**src/rtl/benes_cfg_loader.sv**
```systemverilog
// benes_cfg_loader: shadow-buffered, frame-atomic switch-setting loader for the 8x8 Benes network (optional parity: BENES_CFG_PARITY_EN)
module benes_cfg_loader #(
    parameter int NUM_STAGES   = 5,
    parameter int SW_PER_STAGE = 4
) (
    input  logic                                      clk,
    input  logic                                      rst,
    input  logic                                      cfg_valid,
    output logic                                      cfg_ready,
    input  logic [SW_PER_STAGE-1:0]                   cfg_data,
    input  logic                                      cfg_par,
    input  logic                                      cfg_flush,
    input  logic                                      frame_sync,
    output logic [0:NUM_STAGES-1][SW_PER_STAGE-1:0]   stage_set,
    output logic                                      commit_pulse,
    output logic                                      cfg_busy,
    output logic                                      cfg_err
);
    localparam int CW = NUM_STAGES > 1 ? $clog2(NUM_STAGES) : 1;
    localparam logic [CW-1:0] LAST = CW'(NUM_STAGES - 1);
    typedef enum logic {LOAD, PEND} state_t;
    state_t state, state_nxt;
    logic [CW-1:0] cnt, cnt_nxt;
    logic [0:NUM_STAGES-1][SW_PER_STAGE-1:0] shadow;
    logic beat, bad, commit;
    assign cfg_ready = state == LOAD && !cfg_flush && !rst;
    assign beat      = cfg_valid && cfg_ready;
    assign cfg_busy  = cnt != '0 || state == PEND;
`ifdef BENES_CFG_PARITY_EN
    assign bad = ^{cfg_data, cfg_par};
    // sticky parity error, cleared only by reset
    always_ff @(posedge clk)
        if (rst) cfg_err <= 1'b0;
        else if (beat && bad) cfg_err <= 1'b1;
`else
    logic unused_par;
    assign unused_par = cfg_par;
    assign bad        = 1'b0;
    assign cfg_err    = 1'b0;
`endif
    // next state: flush beats everything, a bad beat restarts the load, PEND waits for a frame boundary
    always_comb begin
        state_nxt = state;
        cnt_nxt   = cnt;
        commit    = 1'b0;
        if (cfg_flush) begin
            state_nxt = LOAD;
            cnt_nxt   = '0;
        end else if (state == PEND) begin
            commit    = frame_sync;
            state_nxt = frame_sync ? LOAD : PEND;
        end else if (beat) begin
            cnt_nxt   = (bad || cnt == LAST) ? '0 : cnt + 1'b1;
            state_nxt = (!bad && cnt == LAST) ? PEND : LOAD;
        end
    end
    // control registers
    always_ff @(posedge clk)
        if (rst) begin
            state        <= LOAD;
            cnt          <= '0;
            commit_pulse <= 1'b0;
        end else begin
            state        <= state_nxt;
            cnt          <= cnt_nxt;
            commit_pulse <= commit;
        end
    // shadow buffer fill; contents are irrelevant until a full set is loaded
    always_ff @(posedge clk)
        if (beat && !bad) shadow[cnt] <= cfg_data;
    // active settings change only as a whole, on commit
    always_ff @(posedge clk)
        if (rst) stage_set <= '0;
        else if (commit) stage_set <= shadow;
endmodule

```
**config.mk**
```make
export PLATFORM = sky130hd
export DESIGN_NAME = benes_cfg_loader
export DESIGN_NICKNAME = d
export VERILOG_FILES = /design/src/rtl/benes_cfg_loader.sv
export SDC_FILE = /design/constraint.sdc
export NUM_CORES = 1
export LEC_CHECK = 0
export CAP_MARGIN = 20
export CORE_MARGIN = 10
export CORE_UTILIZATION = 54
export DETAILED_ROUTE_END_ITERATION = 10
export DONT_BUFFER_PORTS = 1
export GPL_ROUTABILITY_DRIVEN = 0
export HOLD_SLACK_MARGIN = 0.02
export PLACE_DENSITY = 0.65
export SLEW_MARGIN = 20
export SYNTH_ARGS = -nofsm -noshare
export SYNTH_HDL_FRONTEND = slang
export SYNTH_SLANG_ARGS = --single-unit
```
**constraint.sdc**
```tcl
create_clock -name clk -period 2.8 [get_ports clk]
set_input_delay 0.56 -clock clk [delete_from_list [all_inputs] [get_ports clk]]
set_output_delay 0.56 -clock clk [all_outputs]
set_load 0.005 [all_outputs]
```
==> qor.csv, run 1 <==
stage,metric,value,unit
outcome,status,completed,
clocking,clock sinks,45,
floorplan,die area,5500,um^2
worst_hold_path,Hold Crit Endpoint,stage_set[4],
place,port bufs,0,
power_and_ir_drop,P_leak,0.532,nW
yosys,number of flops mapped to enable cells by yosys,20,
yosys,Mapped Nets,159,
finish,# nets final,160,
routing,drt pass-1 iters,4,
critical_path,worst r2r dst,shadow[17],
place,Place WS,0.512,ns
routing,Final ANT Viol Nets,0,
worst_hold_path,critical hold path startpoint,rst,
yosys,mean post-synth cell area,10.8,um^2
floorplan,Die Ht,74.1,um
routing,Routed WL per cell,15.7,um
power_and_ir_drop,cell area power density,596,nW/um^2
timing,Worst Clk Skew,0.00577,ns
finish,highest-count cells in the layout ignoring fill and taps,"nand2_1, dfxtp_1, a21oi_1",
worst_hold_path,HP Class,primary input to flop,
finish,"non-filler cells, final",180,
finish,ANT cells,0,
routing,Via density,5.60,
finish,Layout Area Growth over Synthesis,4.74,%
clocking,CTS tree,built,
power_and_ir_drop,Int Pwr,0.790,mW
timing,Final Hold Vio Count,0,
timing,final worst path period need,2.07,ns
yosys,sequential share of the synthesized area,0.696,
timing,final period utilization,0.739,
clocking,number of CTS-inserted buffers,5,
global_routing,global-route wire length before repair,4640,um
floorplan,Initial Utilization,0.569,
power_and_ir_drop,Clock Power Share,0.294,
timing,Worst Slack Setup Final,0.731,ns
routing,residual DRC count,0,
finish,"most common cell after layout, fill and taps aside",nand2_1,
global_routing,Overflow after GRT,0,
critical_path,depth of the most critical reg-to-reg path,2,
finish,final core utilization,0.596,
place,DPL Wire Length,2060,um
global_routing,largest net degree at the start of global routing,25,
critical_path,CP arrival,2.05,ns
critical_path,RR Startpoint,state,
place,Post-DP Area,1610,um^2
clocking,CTS root buf,clkbuf_4,
critical_path,Critical Path Source Type,flop,
yosys,Async SR Flop Fraction,0,
clocking,Longest Clk Path Bufs,2,
timing,normalized max-slew margin,0.450,
critical_path,R2R Setup Slk,0.73,ns
clocking,Clock H-tree levels,2,
power_and_ir_drop,Psw,0.198,mW
timing,Slew @ Worst Pin,0.817,ns
floorplan,die width,74.1,um
run,MaxCap Viol Count,0,
yosys,Synth cell types,22,
yosys,top_reg_cell synth,dfxtp_1,
timing,total negative slack,0,ns
yosys,Yosys reg bits,45,
finish,share of layout cells above drive strength 1,0.0671,
global_routing,initial antenna violation count,0,
place,placed insts,172,
routing,detailed-route via count,1008,
worst_hold_path,Hold Path Depth,1,
critical_path,Crit Path Max Fanout,8,
floorplan,# IOs,34,
global_routing,vias in the first global route,928,
routing,Post-Route WL,2820,um
yosys,Mapped Area,1580,um^2
timing,max-slew violations,0,
finish,Final Cell Area,1660,um^2
floorplan,std cell rows,19,
clocking,Post-CTS Setup Bufs,0,
floorplan,core area,2780,um^2
global_routing,all-layer global routing usage,0.112,
yosys,Ys Warns,0,
critical_path,WS Path Type,flop to flop,
timing,Final Setup Violations,0,
routing,Iter 0 DRT Violations,66,
timing,unrepaired setup endpoints after global routing,no,
yosys,Mapped Cells,147,
power_and_ir_drop,Logic pwr share,0.010,
critical_path,Worst EP required,2.79,ns
critical_path,CP Capture Type,flop,
clocking,cts repair resizes,0,
clocking,CTS Hold Buffers Added,0,
timing,max frequency,483,MHz
power_and_ir_drop,sequential power share,0.696,
power_and_ir_drop,maximum VDD drop,543,uV
clocking,Clock Latency Late Sink,0.35,ns
power_and_ir_drop,Sw Ratio,0.201,
clocking,"Reg clk slew, reported paths",0.12,ns
==> synthesized netlist by cell type (2+ instances only) <==
cell type / n / area share
ha_1: 2 / 0.016
nand3_1: 2 / 0.0063
edfxtp_1: 20 / 0.38
nor4_1: 4 / 0.016
clkbuf_1: 7 / 0.017
dfxtp_1: 25 / 0.32
a21oi_1: 23 / 0.073
inv_1: 3 / 0.0071
nand2_1: 44 / 0.10
nor2_1: 5 / 0.012
==> sequential cells by signal (all words and copies together), names as in the netlist <==
| signal | count |
|---|---|
| stage_set | 20 |
| cnt | 3 |
| commit_pulse | 1 |
| shadow | 20 |
| state | 1 |
==> area by class of cell <==
class,instances,area [um^2]
Sequential cell,45,1100
Timing Repair Buffer,3,22.5
Multi-Input combinational cell,90,432
Clock buffer,7,45.0
Tap cell,31,38.8
Clock inverter,1,7.51
Fill cell,259,1120
Inverter,3,11.3
==> cell families after synthesis <==
| logic type | Yosys count | synth area share |
|---|---|---|
| other | 1 | 0.00237 |
| buffers and inverters | 12 | 0.0316 |
| DFF | 45 | 0.696 |
| AOI/OAI and AO/OA | 25 | 0.0814 |
| adders and majority gates | 2 | 0.0158 |
| and+or+nand+nor | 62 | 0.173 |
==> how the worst max path moves through the flow <==
stage | slack (ns) | start | to | cells after the start
after floorplan | 0.75 | cfg_flush | shadow[10] | 3
after CTS | 0.71 | state | shadow[16] | 2
final | 0.73 | state | shadow[17] | 2
after detailed placement | 0.51 | cfg_flush | shadow[16] | 2
after global routing | 0.63 | state | shadow[16] | 2
after global placement | 0.61 | cfg_flush | shadow[17] | 2
==> worst max-delay path, cell delays in order, from the launching register on <==
cell and delay (ns):
dfxtp_1 0.38, or4b_1 0.66, nor4_1 0.67
==> layer usage <==
| layer | up-vias | part of all wire | GRT usage |
|---|---|---|---|
| met5 | - | 0 | 0 |
| met4 | 0 | 0.017 | 0.0538 |
| met3 | 5 | 0.094 | 0.0585 |
| met2 | 24 | 0.51 | 0.177 |
| met1 | 480 | 0.38 | 0.122 |
| li1 | 499 | - | - |
==> power by group through the flow <==
stage / combinational, mW / sequential (mW) / clock [mW]
2_1_floorplan: 0.0124 / 0.703 / 0
3_3_place_gp: 0.00894 / 0.703 / 0
3_5_place_dp: 0.00941 / 0.703 / 0
4_1_cts: 0.00953 / 0.688 / 0.301
5_1_grt: 0.0105 / 0.689 / 0.335
6_report: 0.00947 / 0.688 / 0.291
==> stage by stage <==
stage | power, mW | hold WS, ns
2_1_floorplan | 0.715 | 0.447
3_3_place_gp | 0.712 | 0.466
3_5_place_dp | 0.712 | 0.470
4_1_cts | 0.999 | 0.244
5_1_grt | 1.03 | 0.219
6_report | 0.988 | 0.265
No activity file was read; power rests on OpenSTA's default activity.
==> run 2, diff against run 1 <==
clock period = 2 ns   (was 2.8 ns; I/O delays follow)
==> run 2 against run 1 <==
First-iteration DRC count up 29%. Cell count up 1.7%. Clock power up 50%. Register-to-register slack worse by 0.47 ns. Sequential share of layout area down 1.1 points. Clock skew down 0.0020 ns.
==> qor.csv, run 2 (same netlist as run 1, synthesis figures left out) <==
stage,metric,value,unit,change
outcome,status,completed,,
clocking,CTS Hold Buffers Added,0,,unchanged
timing,Slew @ Worst Pin,0.639,ns,-0.178 ns
floorplan,die width,74.1,um,unchanged
place,placed insts,175,,+1.7%
timing,max-slew violations,0,,unchanged
timing,Hold WS,0.0921,ns,-0.172 ns
clocking,"Reg clk slew, reported paths",0.13,ns,about the same
place,port bufs,0,,unchanged
power_and_ir_drop,sequential power share,0.680,,-0.016
clocking,Longest Clk Path Bufs,2,,unchanged
timing,Worst Clk Skew,0.00379,ns,-0.00198 ns
global_routing,GRT met3 Usage,0.0745,,+0.0160
clocking,Clock H-tree levels,2,,unchanged
floorplan,Die Ht,74.1,um,unchanged
critical_path,CP Capture Type,flop,,
place,DPL Wire Length,2070,um,+0.73%
power_and_ir_drop,Psw,0.308,mW,+55%
critical_path,WS Path Type,flop to flop,,
global_routing,initial antenna violation count,0,,unchanged
global_routing,global-route wire length before repair,4730,um,+1.9%
global_routing,busiest grt layer,met2,,
power_and_ir_drop,Sw Ratio,0.218,,+0.0168
routing,Post-Route WL,2820,um,-0.18%
global_routing,Overflow after GRT,0,,unchanged
critical_path,CP arrival,1.84,ns,-0.21 ns
finish,share of layout cells above drive strength 1,0.0987,,+0.0316
clocking,Clock Latency Late Sink,0.36,ns,about the same
routing,Via density,5.60,,about the same
global_routing,vias in the first global route,961,,+3.6%
critical_path,Critical Path Source Type,flop,,
finish,"non-filler cells, final",183,,+1.7%
clocking,number of CTS-inserted buffers,5,,unchanged
floorplan,# IOs,34,,unchanged
power_and_ir_drop,P_leak,0.553,nW,+3.9%
critical_path,depth of the most critical reg-to-reg path,3,,+1
timing,final worst path period need,1.74,ns,-0.327 ns
power_and_ir_drop,Logic pwr share,0.011,,about the same
timing,final period utilization,0.871,,+0.132
global_routing,M1 GR Usage,0.117,,-0.00573
run,MaxCap Viol Count,0,,unchanged
finish,highest-count cells in the layout ignoring fill and taps,"nand2_1, dfxtp_1, a21oi_1",,
routing,detailed-route via count,1025,,+1.7%
routing,Final ANT Viol Nets,0,,unchanged
power_and_ir_drop,"Power, Total",1.42,mW,+43%
global_routing,grt met2 use,0.182,,+0.00473
clocking,Post-CTS Setup Bufs,0,,unchanged
finish,"most common cell after layout, fill and taps aside",nand2_1,,
routing,Iter 0 DRT Violations,85,,+29%
finish,Layout fillers,251,,-3.1%
timing,total negative slack,0,ns,unchanged
power_and_ir_drop,cell area power density,840,nW/um^2,+41%
floorplan,die area,5500,um^2,unchanged
power_and_ir_drop,Clock Power Share,0.309,,+0.015
critical_path,Worst EP required,2.09,ns,-0.70 ns
finish,final core utilization,0.606,,+0.0103
routing,Routed WL per cell,15.4,um,-1.8%
floorplan,Initial Utilization,0.569,,unchanged
global_routing,all-layer global routing usage,0.113,,+0.000518
timing,Final Setup Violations,0,,unchanged
floorplan,std cell rows,19,,unchanged
routing,residual DRC count,0,,unchanged
clocking,CTS root buf,clkbuf_4,,
timing,Final Hold Vio Count,0,,unchanged
floorplan,core area,2780,um^2,unchanged
finish,top flop regs,"shadow x20, stage_set x20, cnt x3",,
finish,# nets final,163,,+1.9%
power_and_ir_drop,Int Pwr,1.11,mW,+40%
clocking,CTS tree,built,,
timing,normalized max-slew margin,0.574,,+0.123
global_routing,largest net degree at the start of global routing,25,,unchanged
finish,Layout Area Growth over Synthesis,6.56,%,
timing,max frequency,574,MHz,+19%
critical_path,Crit Path Max Fanout,8,,unchanged
worst_hold_path,HP Class,primary input to flop,,
clocking,cts repair resizes,0,,unchanged
routing,drt pass-1 iters,4,,unchanged
power_and_ir_drop,maximum VDD drop,782,uV,+44%
worst_hold_path,Hold Path Depth,1,,unchanged
clocking,clock sinks,45,,unchanged
timing,unrepaired setup endpoints after global routing,no,,
finish,ANT cells,0,,unchanged
==> run 2: cell type report <==
type	count	area, um^2	share of cell area
tap	31	38.8	0.0230
sequential	45	1100	0.653
clock buffer	5	37.5	0.0223
timing repair buffer	6	45.0	0.0267
multi-input combinational	90	432	0.256
inverter	3	11.3	0.00668
clock inverter	3	21.3	0.0126
==> run 2: final timing paths <==
path	start	endpoint	slack (ns)
max reg2reg	state	shadow[12]	0.26
max	state	shadow[12]	0.26
min	rst	stage_set[19]	0.09
min reg2reg	stage_set[13]	stage_set[13]	0.48
==> run 2: through the flow <==
| step | setup WS (ns) | area, um^2 |
|---|---|---|
| after global placement | 0.213 | 1630 |
| after floorplan | 0.105 | 1580 |
| after global routing | 0.161 | 1690 |
| after detailed placement | 0.212 | 1630 |
| final | 0.257 | 1690 |
| after CTS | 0.253 | 1690 |
==> run 2: metal layers <==
metal	part of all wire	vias to the layer above
met5	0	-
met4	0.0096	0
met3	0.11	4
met2	0.51	29
met1	0.37	484
li1	-	508
==> run 2: power by group through the flow <==
stage / registers (mW) / logic [mW] / clock network, mW
final: 0.963 / 0.0156 / 0.437
after global routing: 0.964 / 0.0175 / 0.506
after CTS: 0.963 / 0.0155 / 0.451
after detailed placement: 0.984 / 0.0155 / 0
after global placement: 0.984 / 0.0148 / 0
after floorplan: 0.984 / 0.0174 / 0
==> run 2: critical path, stage by stage (launching register included) <==
cell and delay (ns):
dfxtp_1 0.38, or4b_1 0.67, nor4_1 0.24, buf_4 0.19
